===== config.mk =====
export PLATFORM = sky130hd
export DESIGN_NAME = multicycle_datapath
export DESIGN_NICKNAME = d
export VERILOG_FILES = /design/src/rtl/multicycle_datapath.sv
export SDC_FILE = /design/constraint.sdc
export NUM_CORES = 1
export LEC_CHECK = 0
export CAP_MARGIN = 20
export CORE_ASPECT_RATIO = 0.75
export CORE_MARGIN = 2
export CORE_UTILIZATION = 37
export DETAILED_ROUTE_END_ITERATION = 8
export HOLD_SLACK_MARGIN = 0.06
export PLACE_DENSITY = 0.59
export SLEW_MARGIN = 20
export SYNTH_ARGS = -nofsm -noshare
export SYNTH_HDL_FRONTEND = slang
export SYNTH_SLANG_ARGS = --single-unit

===== constraint.sdc =====
create_clock -name clk -period 6.2 [get_ports clk]
set_input_delay 1.55 -clock clk [delete_from_list [all_inputs] [get_ports clk]]
set_output_delay 1.55 -clock clk [all_outputs]
set_load 0.03 [all_outputs]

===== src/rtl/multicycle_datapath.sv =====
// Multi-cycle 16-bit-encoding RISC datapath: IF/ID/EX/MEM/WB sequencer with ready/valid memory ports.
// Optional performance counters are built when MCDP_PERF_CNT_EN is defined.
module multicycle_datapath #(
    parameter int                DATA_W   = 16,
    parameter int                ADDR_W   = 16,
    parameter logic [ADDR_W-1:0] RESET_PC = '0
) (
    input  logic              clk,
    input  logic              rst_n,
    input  logic              jump,
    input  logic              beq,
    input  logic              bne,
    input  logic              mem_read,
    input  logic              mem_write,
    input  logic              alu_src,
    input  logic              reg_dst,
    input  logic              mem_to_reg,
    input  logic              reg_write,
    input  logic [1:0]        alu_op,
    output logic [3:0]        opcode,
    output logic              imem_req,
    output logic [ADDR_W-1:0] imem_addr,
    input  logic              imem_ready,
    input  logic [15:0]       imem_rdata,
    output logic              dmem_req,
    output logic              dmem_we,
    output logic [ADDR_W-1:0] dmem_addr,
    output logic [DATA_W-1:0] dmem_wdata,
    input  logic              dmem_ready,
    input  logic [DATA_W-1:0] dmem_rdata,
    output logic              retire,
    output logic [31:0]       cycle_cnt,
    output logic [31:0]       instr_cnt,
    output logic [2:0]        state_dbg
);

    typedef enum logic [2:0] {
        S_IF  = 3'd0,
        S_ID  = 3'd1,
        S_EX  = 3'd2,
        S_MEM = 3'd3,
        S_WB  = 3'd4
    } state_t;

    localparam logic [6:0] SHAMT_LIM = 7'(DATA_W);

    state_t            state, state_nxt;
    logic              run;
    logic [ADDR_W-1:0] pc;
    logic [15:0]       ir;
    logic [DATA_W-1:0] a_q, b_q, alu_out, mdr;
    logic [DATA_W-1:0] rf [8];

    logic [2:0]        rs, rt, rd, dest;
    logic [DATA_W-1:0] ext, opb, alu_res, wb_data;
    logic [ADDR_W-1:0] ext_pc, br_off, jump_tgt;
    logic [5:0]        shamt;
    logic              shift_oob, alu_zero, br_take;
    logic [2:0]        alu_fn;

    assign rs       = ir[11:9];
    assign rt       = ir[8:6];
    assign rd       = ir[5:3];
    assign dest     = reg_dst ? rd : rt;
    assign ext      = {{(DATA_W-6){ir[5]}}, ir[5:0]};
    assign ext_pc   = {{(ADDR_W-6){ir[5]}}, ir[5:0]};
    assign br_off   = {ext_pc[ADDR_W-2:0], 1'b0};
    assign jump_tgt = {pc[ADDR_W-1:13], ir[11:0], 1'b0};
    assign wb_data  = mem_to_reg ? mdr : alu_out;

    assign opcode     = ir[15:12];
    assign imem_addr  = pc;
    assign dmem_addr  = ADDR_W'(alu_out);
    assign dmem_wdata = b_q;
    assign state_dbg  = state;

    // ALU class 10 forces add, 01 forces sub (branch compare), 00 uses the opcode's low bits.
    always_comb begin
        alu_fn    = 3'b000;
        opb       = alu_src ? ext : b_q;
        shamt     = opb[5:0];
        shift_oob = ({1'b0, shamt} >= SHAMT_LIM);
        alu_res   = '0;
        case (alu_op)
            2'b01:   alu_fn = 3'b001;
            2'b00:   alu_fn = ir[14:12];
            default: alu_fn = 3'b000;
        endcase
        case (alu_fn)
            3'b000: alu_res = a_q + opb;
            3'b001: alu_res = a_q - opb;
            3'b010: alu_res = ~a_q;
            3'b011: alu_res = shift_oob ? '0 : (a_q << shamt);
            3'b100: alu_res = shift_oob ? '0 : (a_q >> shamt);
            3'b101: alu_res = a_q & opb;
            3'b110: alu_res = a_q | opb;
            default: alu_res[0] = ($signed(a_q) < $signed(opb));
        endcase
        alu_zero = (alu_res == '0);
        br_take  = (beq && alu_zero) || (bne && !alu_zero);
    end

    // Memory ports: a request (req with its addr/wdata/we) is held unchanged until
    // the cycle in which ready is sampled high; ready seen while req is low is ignored.
    always_comb begin
        state_nxt = state;
        imem_req  = 1'b0;
        dmem_req  = 1'b0;
        dmem_we   = 1'b0;
        retire    = 1'b0;
        case (state)
            S_IF: begin
                imem_req = run;
                if (run && imem_ready) state_nxt = S_ID;
            end
            S_ID: state_nxt = S_EX;
            S_EX: begin
                if (mem_read || mem_write) begin
                    state_nxt = S_MEM;
                end else if (reg_write) begin
                    state_nxt = S_WB;
                end else begin
                    state_nxt = S_IF;
                    retire    = 1'b1;
                end
            end
            S_MEM: begin
                dmem_req = 1'b1;
                dmem_we  = mem_write;
                if (dmem_ready) begin
                    if (mem_write) begin
                        state_nxt = S_IF;
                        retire    = 1'b1;
                    end else begin
                        state_nxt = S_WB;
                    end
                end
            end
            S_WB: begin
                retire    = 1'b1;
                state_nxt = S_IF;
            end
            default: state_nxt = S_IF;
        endcase
    end

    always_ff @(posedge clk or negedge rst_n) begin
        if (!rst_n) state <= S_IF;
        else        state <= state_nxt;
    end

    // run holds off the first fetch request until one edge after reset release.
    always_ff @(posedge clk or negedge rst_n) begin
        if (!rst_n) begin
            run     <= 1'b0;
            pc      <= RESET_PC;
            ir      <= '0;
            a_q     <= '0;
            b_q     <= '0;
            alu_out <= '0;
            mdr     <= '0;
            for (int i = 0; i < 8; i++) rf[i] <= '0;
        end else begin
            run <= 1'b1;
            case (state)
                S_IF: begin
                    if (run && imem_ready) begin
                        ir <= imem_rdata;
                        pc <= pc + ADDR_W'(2);
                    end
                end
                S_ID: begin
                    a_q <= rf[rs];
                    b_q <= rf[rt];
                end
                S_EX: begin
                    alu_out <= alu_res;
                    if (jump)         pc <= jump_tgt;
                    else if (br_take) pc <= pc + br_off;
                end
                S_MEM: begin
                    if (dmem_ready && !mem_write) mdr <= dmem_rdata;
                end
                S_WB: begin
                    if (reg_write && dest != 3'd0) rf[dest] <= wb_data;
                end
                default: ;
            endcase
        end
    end

`ifdef MCDP_PERF_CNT_EN
    always_ff @(posedge clk or negedge rst_n) begin
        if (!rst_n) begin
            cycle_cnt <= '0;
            instr_cnt <= '0;
        end else begin
            cycle_cnt <= cycle_cnt + 32'd1;
            if (retire) instr_cnt <= instr_cnt + 32'd1;
        end
    end
`else
    assign cycle_cnt = '0;
    assign instr_cnt = '0;
`endif

endmodule


# ---- Word-level counts from Yosys, hierarchy flattened
# Index checks and enable logic that the tools add are counted.
dict set report classes {
  addsub 4
  multipliers 0
  div 0
  order_cmp 6
  eq_ne 16
  n_shift 2
  n_mux 35
  n_bitwise 6
  n_reduce_logical 22
}
# op count
set op_table {}
lappend op_table {{16-bit 2-to-1 mux} 12}
lappend op_table {{128-bit bitwise mux} 1}
lappend op_table {{15-bit one-hot mux with 7 select lines} 1}
lappend op_table {{16-bit binary-select mux with 3-bit select} 2}
lappend op_table {{16-bit demux with 3-bit select} 1}
lappend op_table {{16-bit adder} 2}
lappend op_table {{16-bit one-hot mux with 2 select lines} 1}
lappend op_table {{3-bit 2-to-1 mux} 6}
lappend op_table {{16-bit by 2-bit adder with 16-bit output, second input constant} 1}
lappend op_table {{16-bit AND} 1}
lappend op_table {{16-bit logical NOT} 1}
lappend op_table {{16-bit less-than comparator} 1}
lappend op_table {{16-bit NOT} 1}
lappend op_table {{16-bit bitwise OR} 1}
lappend op_table {{16-bit by 6-bit << shifter with 16-bit output} 1}
lappend op_table {{16-bit by 6-bit right shift with 16-bit output} 1}
lappend op_table {{16-bit subtractor} 1}
lappend op_table {{3-bit by 2-bit equality test with 1-bit output, second input constant} 4}
lappend op_table {{3-bit equality test, second input constant} 4}
lappend op_table {{4-bit greater-or-equal comparator, second input constant} 3}
lappend op_table {{3-bit NOT with 4-bit output} 3}
lappend op_table {{3-bit one-hot mux with 4 select lines} 1}
lappend op_table {{2-bit inequality test, second input constant} 4}
lappend op_table {{2-bit AND reduction} 4}
lappend op_table {{18 further kinds} 33}
dict set report word_totals {
  regBits 228
  latch_bits 0
  ramBits 0
  romBits 0
  inputBits 47
  output_inout_bits 123
  memories 0
}

# ---- Depth between registers and ports, before layout
dict set report depth {
  ltp_word 11
  depth_mapped 20
  depth_no_buf 16
}

# ---- Least setup slack after synthesis
# OpenSTA, ideal clock, no wires.
dict set report synth_path {
  path_kind {input port to flip-flop}
  startpoint {input alu_src}
  endpoint {register pc[1], in the netlist imem_addr[1]}
  t_arrival_ns 5.741
  required_ns 6.075
  slack_ns 0.335
  cell_stages 17
  n_path_buf 4
  cell_sequence {buf_6 mux2i_2 buf_2 buf_1 ha_1 clkbuf_1 nand2b_1 a211oi_1 o22ai_1 o21ai_1 nor2_1 a211o_1 a2111oi_2 nand4_2 or3_4 a31oi_2 mux2_2}
}
dict set report synth_between {
  elab_chain_cells 10
}
# item line_no
set synth_lines {}
lappend synth_lines {{from (decl)} 15} ;# input logic alu_src,
lappend synth_lines {{16-bit 2-to-1 mux (*)} 80} ;# opb = alu_src ? ext : b_q;
lappend synth_lines {{parallel branches: the longest is 3 deep, another holds 16-bit subtractor} --}
lappend synth_lines {{16-bit logical NOT (*)} 99} ;# alu_zero = (alu_res == '0);
lappend synth_lines {{1-bit logical NOT} 100} ;# br_take = (beq && alu_zero) || (bne && !alu_zero);
lappend synth_lines {{1-bit logical AND} 100}
lappend synth_lines {{1-bit logical OR (*)} 100}
lappend synth_lines {{3-bit inequality test (no source line) (*)} --}
lappend synth_lines {{3-bit AND reduction (no source line) (*)} --}
lappend synth_lines {{to (signal assigned)} 169} ;# pc <= pc + ADDR_W'(2);
lappend synth_lines {{to (signal assigned)} 178} ;# if (jump) pc <= jump_tgt;
lappend synth_lines {{to (signal assigned)} 179} ;# else if (br_take) pc <= pc + br_off;
lappend synth_lines {{to (decl)} 49} ;# logic [ADDR_W-1:0] pc;
# Every way passes the cells marked *.
# A chain may end at the register's enable or synchronous reset.

# ---- Final worst setup path
dict set report layout_path {
  startpoint {input alu_src}
  endpoint {register pc[11], in the netlist imem_addr[11]}
}
# Same word-level chain as after synthesis.

==> results by stage <==
Place:
- At the end of routability-driven placement, the weighted congestion stood at 0.991.
- Detailed placement ended at an HPWL of 40.8 mm.
- Including well taps, the total number of placed cells is 2410.
- The number of buffer cells added on primary ports is 104.

Synthesis:
- For this run, the register share of the synthesized area comes to 34.9%.
- The number of enable flip-flop cells after synthesis is 0.
- The most used flip-flop cell after synthesis is sky130_fd_sc_hd__dfrtp_1.
- After synthesis the netlist holds a flip-flop and latch count of 227.
- In the synthesized netlist the async set-or-reset flop fraction comes to 100%.
- After synthesis the cells add up to 16300 um2.
- The area share of the largest cell type after synthesis is 34.9%.
- The mean instance size in the synthesized netlist is 9.14 um2.
- The cell type with the largest total area after synthesis is sky130_fd_sc_hd__dfrtp_1.
- Ranked by instance count, the synthesized netlist is headed by sky130_fd_sc_hd__dfrtp_1, sky130_fd_sc_hd__a21oi_1, sky130_fd_sc_hd__nor2_1.
- The synthesized instance count is 1781.
- Yosys printed 0 warnings.
- The most instantiated library cell after synthesis is sky130_fd_sc_hd__dfrtp_1.
- Ranked by total cell area, the synthesized netlist is headed by sky130_fd_sc_hd__dfrtp_1, sky130_fd_sc_hd__mux4_2, sky130_fd_sc_hd__ha_1.
- The synthesized netlist contains 91 unique library cells.

Final layout:
- The area growth from synthesis to layout is 14.8%.
- The repair_antennas step left the layout with diodes totalling 0.
- The post-route netlist has 13.8% of its cells at a drive strength greater than 1.
- The number of standard cells in the final layout excluding fillers is 2447.
- The final net count is 1978.

STA:
- The achievable clock frequency is 0.171 GHz.
- Hold timing on the final database bottoms out at a slack of 0.394 ns.
- The slew at the pin with the worst max-slew slack is 1.13 ns.
- After layout, the worst path uses 94.3% of the clock period.
- The number of hold violations in the final report is 0.
- The total negative setup slack is 0 ns.
- The number of setup violations in the final report is 0.
- The setup clock skew after layout is 0.0189 ns.
- Setup repair after global routing left no endpoint under its margin.
- The worst path in the final design needs a cycle of 5.85 ns, including I/O delays and setup.
- The total count of max-transition violations in the final report is 0.
- The remaining max-slew budget at the tightest pin is 24.3%.

Clock network:
- The clock passes through at most 3 buffers.
- After clock tree synthesis, the setup repair step added 0 buffers.
- The root buffer cell is sky130_fd_sc_hd__clkbuf_16.
- The clock buffer count from CTS is 25.
- The H-tree depth reported by CTS is 1.
- The clock reaches the later pin of the worst-skew pair after 0.57 ns.
- Clock-pin slew was measured on the worst setup and hold paths at 0.06 ns.
- Clock tree synthesis found a total of 227 sinks.
- Once the clock tree was built, the resizer swapped 0 gates to a different size.
- The TritonCTS clock tree is done.
- The count of hold buffers inserted by post-cts repair is 0.

Routing:
- The mean routed wirelength per cell is 22.8 um.
- The total iterations of the first detailed-routing run is 7.
- The via-per-instance ratio is 5.88.
- After the first detailed-routing iteration, the DRC count stood at 1365.
- The post-route DRC violation count is 0.
- The detailed router placed 14400 vias in this run.
- The post-route antenna net violation count is 0.
- The aggregate routed wire length is 55.8 mm.

GRT:
- Global routing consumed, over all layers together, 24.2% of the routing resources.
- For this run the aggregate overflow at the end of global routing stands at 0.
- The number of antenna violations at the first check in global routing is 1.
- The number of global-route vias before repair came to 13700.
- The maximum number of pins on one net before global-route repair is 135.
- The first-pass GRT wire length is 84.3 mm.

Power:
- Across the VDD grid, the largest voltage drop is 0.250 mV.
- Power spread over the standard cell area amounts to 607 nW/um2.
- In this run the static leakage power is 8.02 nW.

Floorplanning:
- The height of the die is 186 um.
- The starting density of the core is 37.5%.
- The floorplan step set the die width to 246 um.
- The die covers 45700 um2.
- The I/O pin total is 170.
- The standard-cell row count is 66.
- The core area is 43400 um2.

Setup path:
- The nature of the critical path endpoint is a register.
- The register-to-register setup slack is 1.14 ns.
- For the worst setup path, the data required time is 6.69 ns.
- The worst setup path is of the input port to register kind.
- The maximum fanout count along the critical path is 11.
- The data arrival at the endpoint of the critical path is 6.34 ns.
- The worst setup path is launched from an input port.
- The worst register-to-register path ends at imem_addr[11]$_DFFE_PN0P_.
- The number of cells on the worst reg-to-reg path is 16.
- The startpoint of the lowest-slack register-to-register path is ir[5]$_DFFE_PN0P_.

Job:
- The number of max-cap violations is 0.

Min path:
- In this run the worst hold path is classified as register to register.
- The startpoint identified for the worst hold timing path is rf[127]$_DFFE_PN0P_.
- Counting instances, the worst hold path has a depth of 0.
- The worst-case hold path end point is rf[127]$_DFFE_PN0P_.

Outcome:
- The run finished with clean final reports.
==> cell type report <==
cell class	count	area, um2
clock buffer	32	672
clock inverter	5	68.8
fill	4197	24700
inverter	57	214
multi-input combinational	1349	9540
sequential	227	5680
tap	578	723
timing repair buffer	199	1780
==> layout by cell type, fill, tap and decap left out, drive strengths merged, types with 64 or more instances in the layout <==
| cell type | count |
|---|---|
| a21oi | 153 |
| buf | 96 |
| clkdlybuf4s50 | 103 |
| conb | 66 |
| dfrtp | 227 |
| ha | 69 |
| mux4 | 64 |
| nand2 | 146 |
| nor2 | 151 |
| o21ai | 157 |
==> report_power, final <==
group	leakage [nW]	internal, W	switching, W	total [W]
Combinational	4.70	0.00291	0.00428	0.00720
Clock	0.364	0.000799	0.000621	0.00142
Sequential	2.96	0.00196	0.000762	0.00272
==> state kept, by name (all words and copies together), names as in the netlist <==
| register | cells |
|---|---|
| dmem_wdata | 16 |
| run | 1 |
| mdr | 16 |
| rf | 128 |
| state_dbg | 3 |
| dmem_addr | 16 |
| a_q | 16 |
| ir | 16 |
| imem_addr | 15 |
==> cell families (layout without fill, tap and decap cells) <==
logic type / Yosys count / after routing / synth area share (%)
xor+xnor: 21 / 21 / 1.13
mux: 155 / 155 / 14.9
other cells: 2 / 66 / 0.0461
flops: 227 / 227 / 34.9
compound gates: 532 / 532 / 20.6
buf+inv: 269 / 293 / 8.14
simple gates: 503 / 503 / 14.7
fa+ha+maj: 72 / 72 / 5.67
==> per-layer routing <==
| layer | part of all wire (%) | GRT usage, % |
|---|---|---|
| met3 | 9.4 | 7.21 |
| met5 | 0 | 0 |
| met1 | 45 | 34.7 |
| met2 | 43 | 35.3 |
| met4 | 2.9 | 7.03 |
==> worst max-delay path by stage <==
stage,startpoint,endpoint,cells after the start
final,alu_src,imem_addr[11]$_DFFE_PN0P_,18
after floorplan,alu_src,imem_addr[1]$_DFFE_PN0P_,17
after global routing,alu_src,imem_addr[3]$_DFFE_PN0P_,19
after CTS,alu_src,imem_addr[2]$_DFFE_PN0P_,18
after detailed placement,alu_src,imem_addr[2]$_DFFE_PN0P_,18
after global placement,alu_src,imem_addr[10]$_DFFE_PN0P_,17
==> stage by stage <==
step | utilization (%) | instance area (um2) | worst slack (ns) | power [W]
floorplan | - | 16500 | 0.335 | 0.00709
global placement | 41.4 | 17900 | 0.0195 | 0.00973
detailed placement | 41.4 | 17900 | -0.157 | 0.00977
CTS | 43.1 | 18700 | 0.473 | 0.0112
global route | 43.1 | 18700 | 0.138 | 0.0121
finish | 43.1 | 18700 | 0.350 | 0.0113
==> critical path: stages <==
cell and delay [ns]:
sky130_fd_sc_hd__clkdlybuf4s50_1 0.50, sky130_fd_sc_hd__buf_12 0.16, sky130_fd_sc_hd__inv_1 0.12, sky130_fd_sc_hd__nor2_1 0.16
sky130_fd_sc_hd__buf_4 0.21, sky130_fd_sc_hd__a21oi_1 0.07, sky130_fd_sc_hd__ha_1 0.44, sky130_fd_sc_hd__inv_1 0.14
sky130_fd_sc_hd__a211o_1 0.27, sky130_fd_sc_hd__o22ai_1 0.45, sky130_fd_sc_hd__o32ai_1 0.16, sky130_fd_sc_hd__a2111oi_0 0.57
sky130_fd_sc_hd__and3_1 0.27, sky130_fd_sc_hd__nand4_2 0.16, sky130_fd_sc_hd__or3_4 0.42, sky130_fd_sc_hd__buf_4 0.19
sky130_fd_sc_hd__a311oi_1 0.29, sky130_fd_sc_hd__a2bb2oi_1 0.19
(Power assumes the default switching activity.)
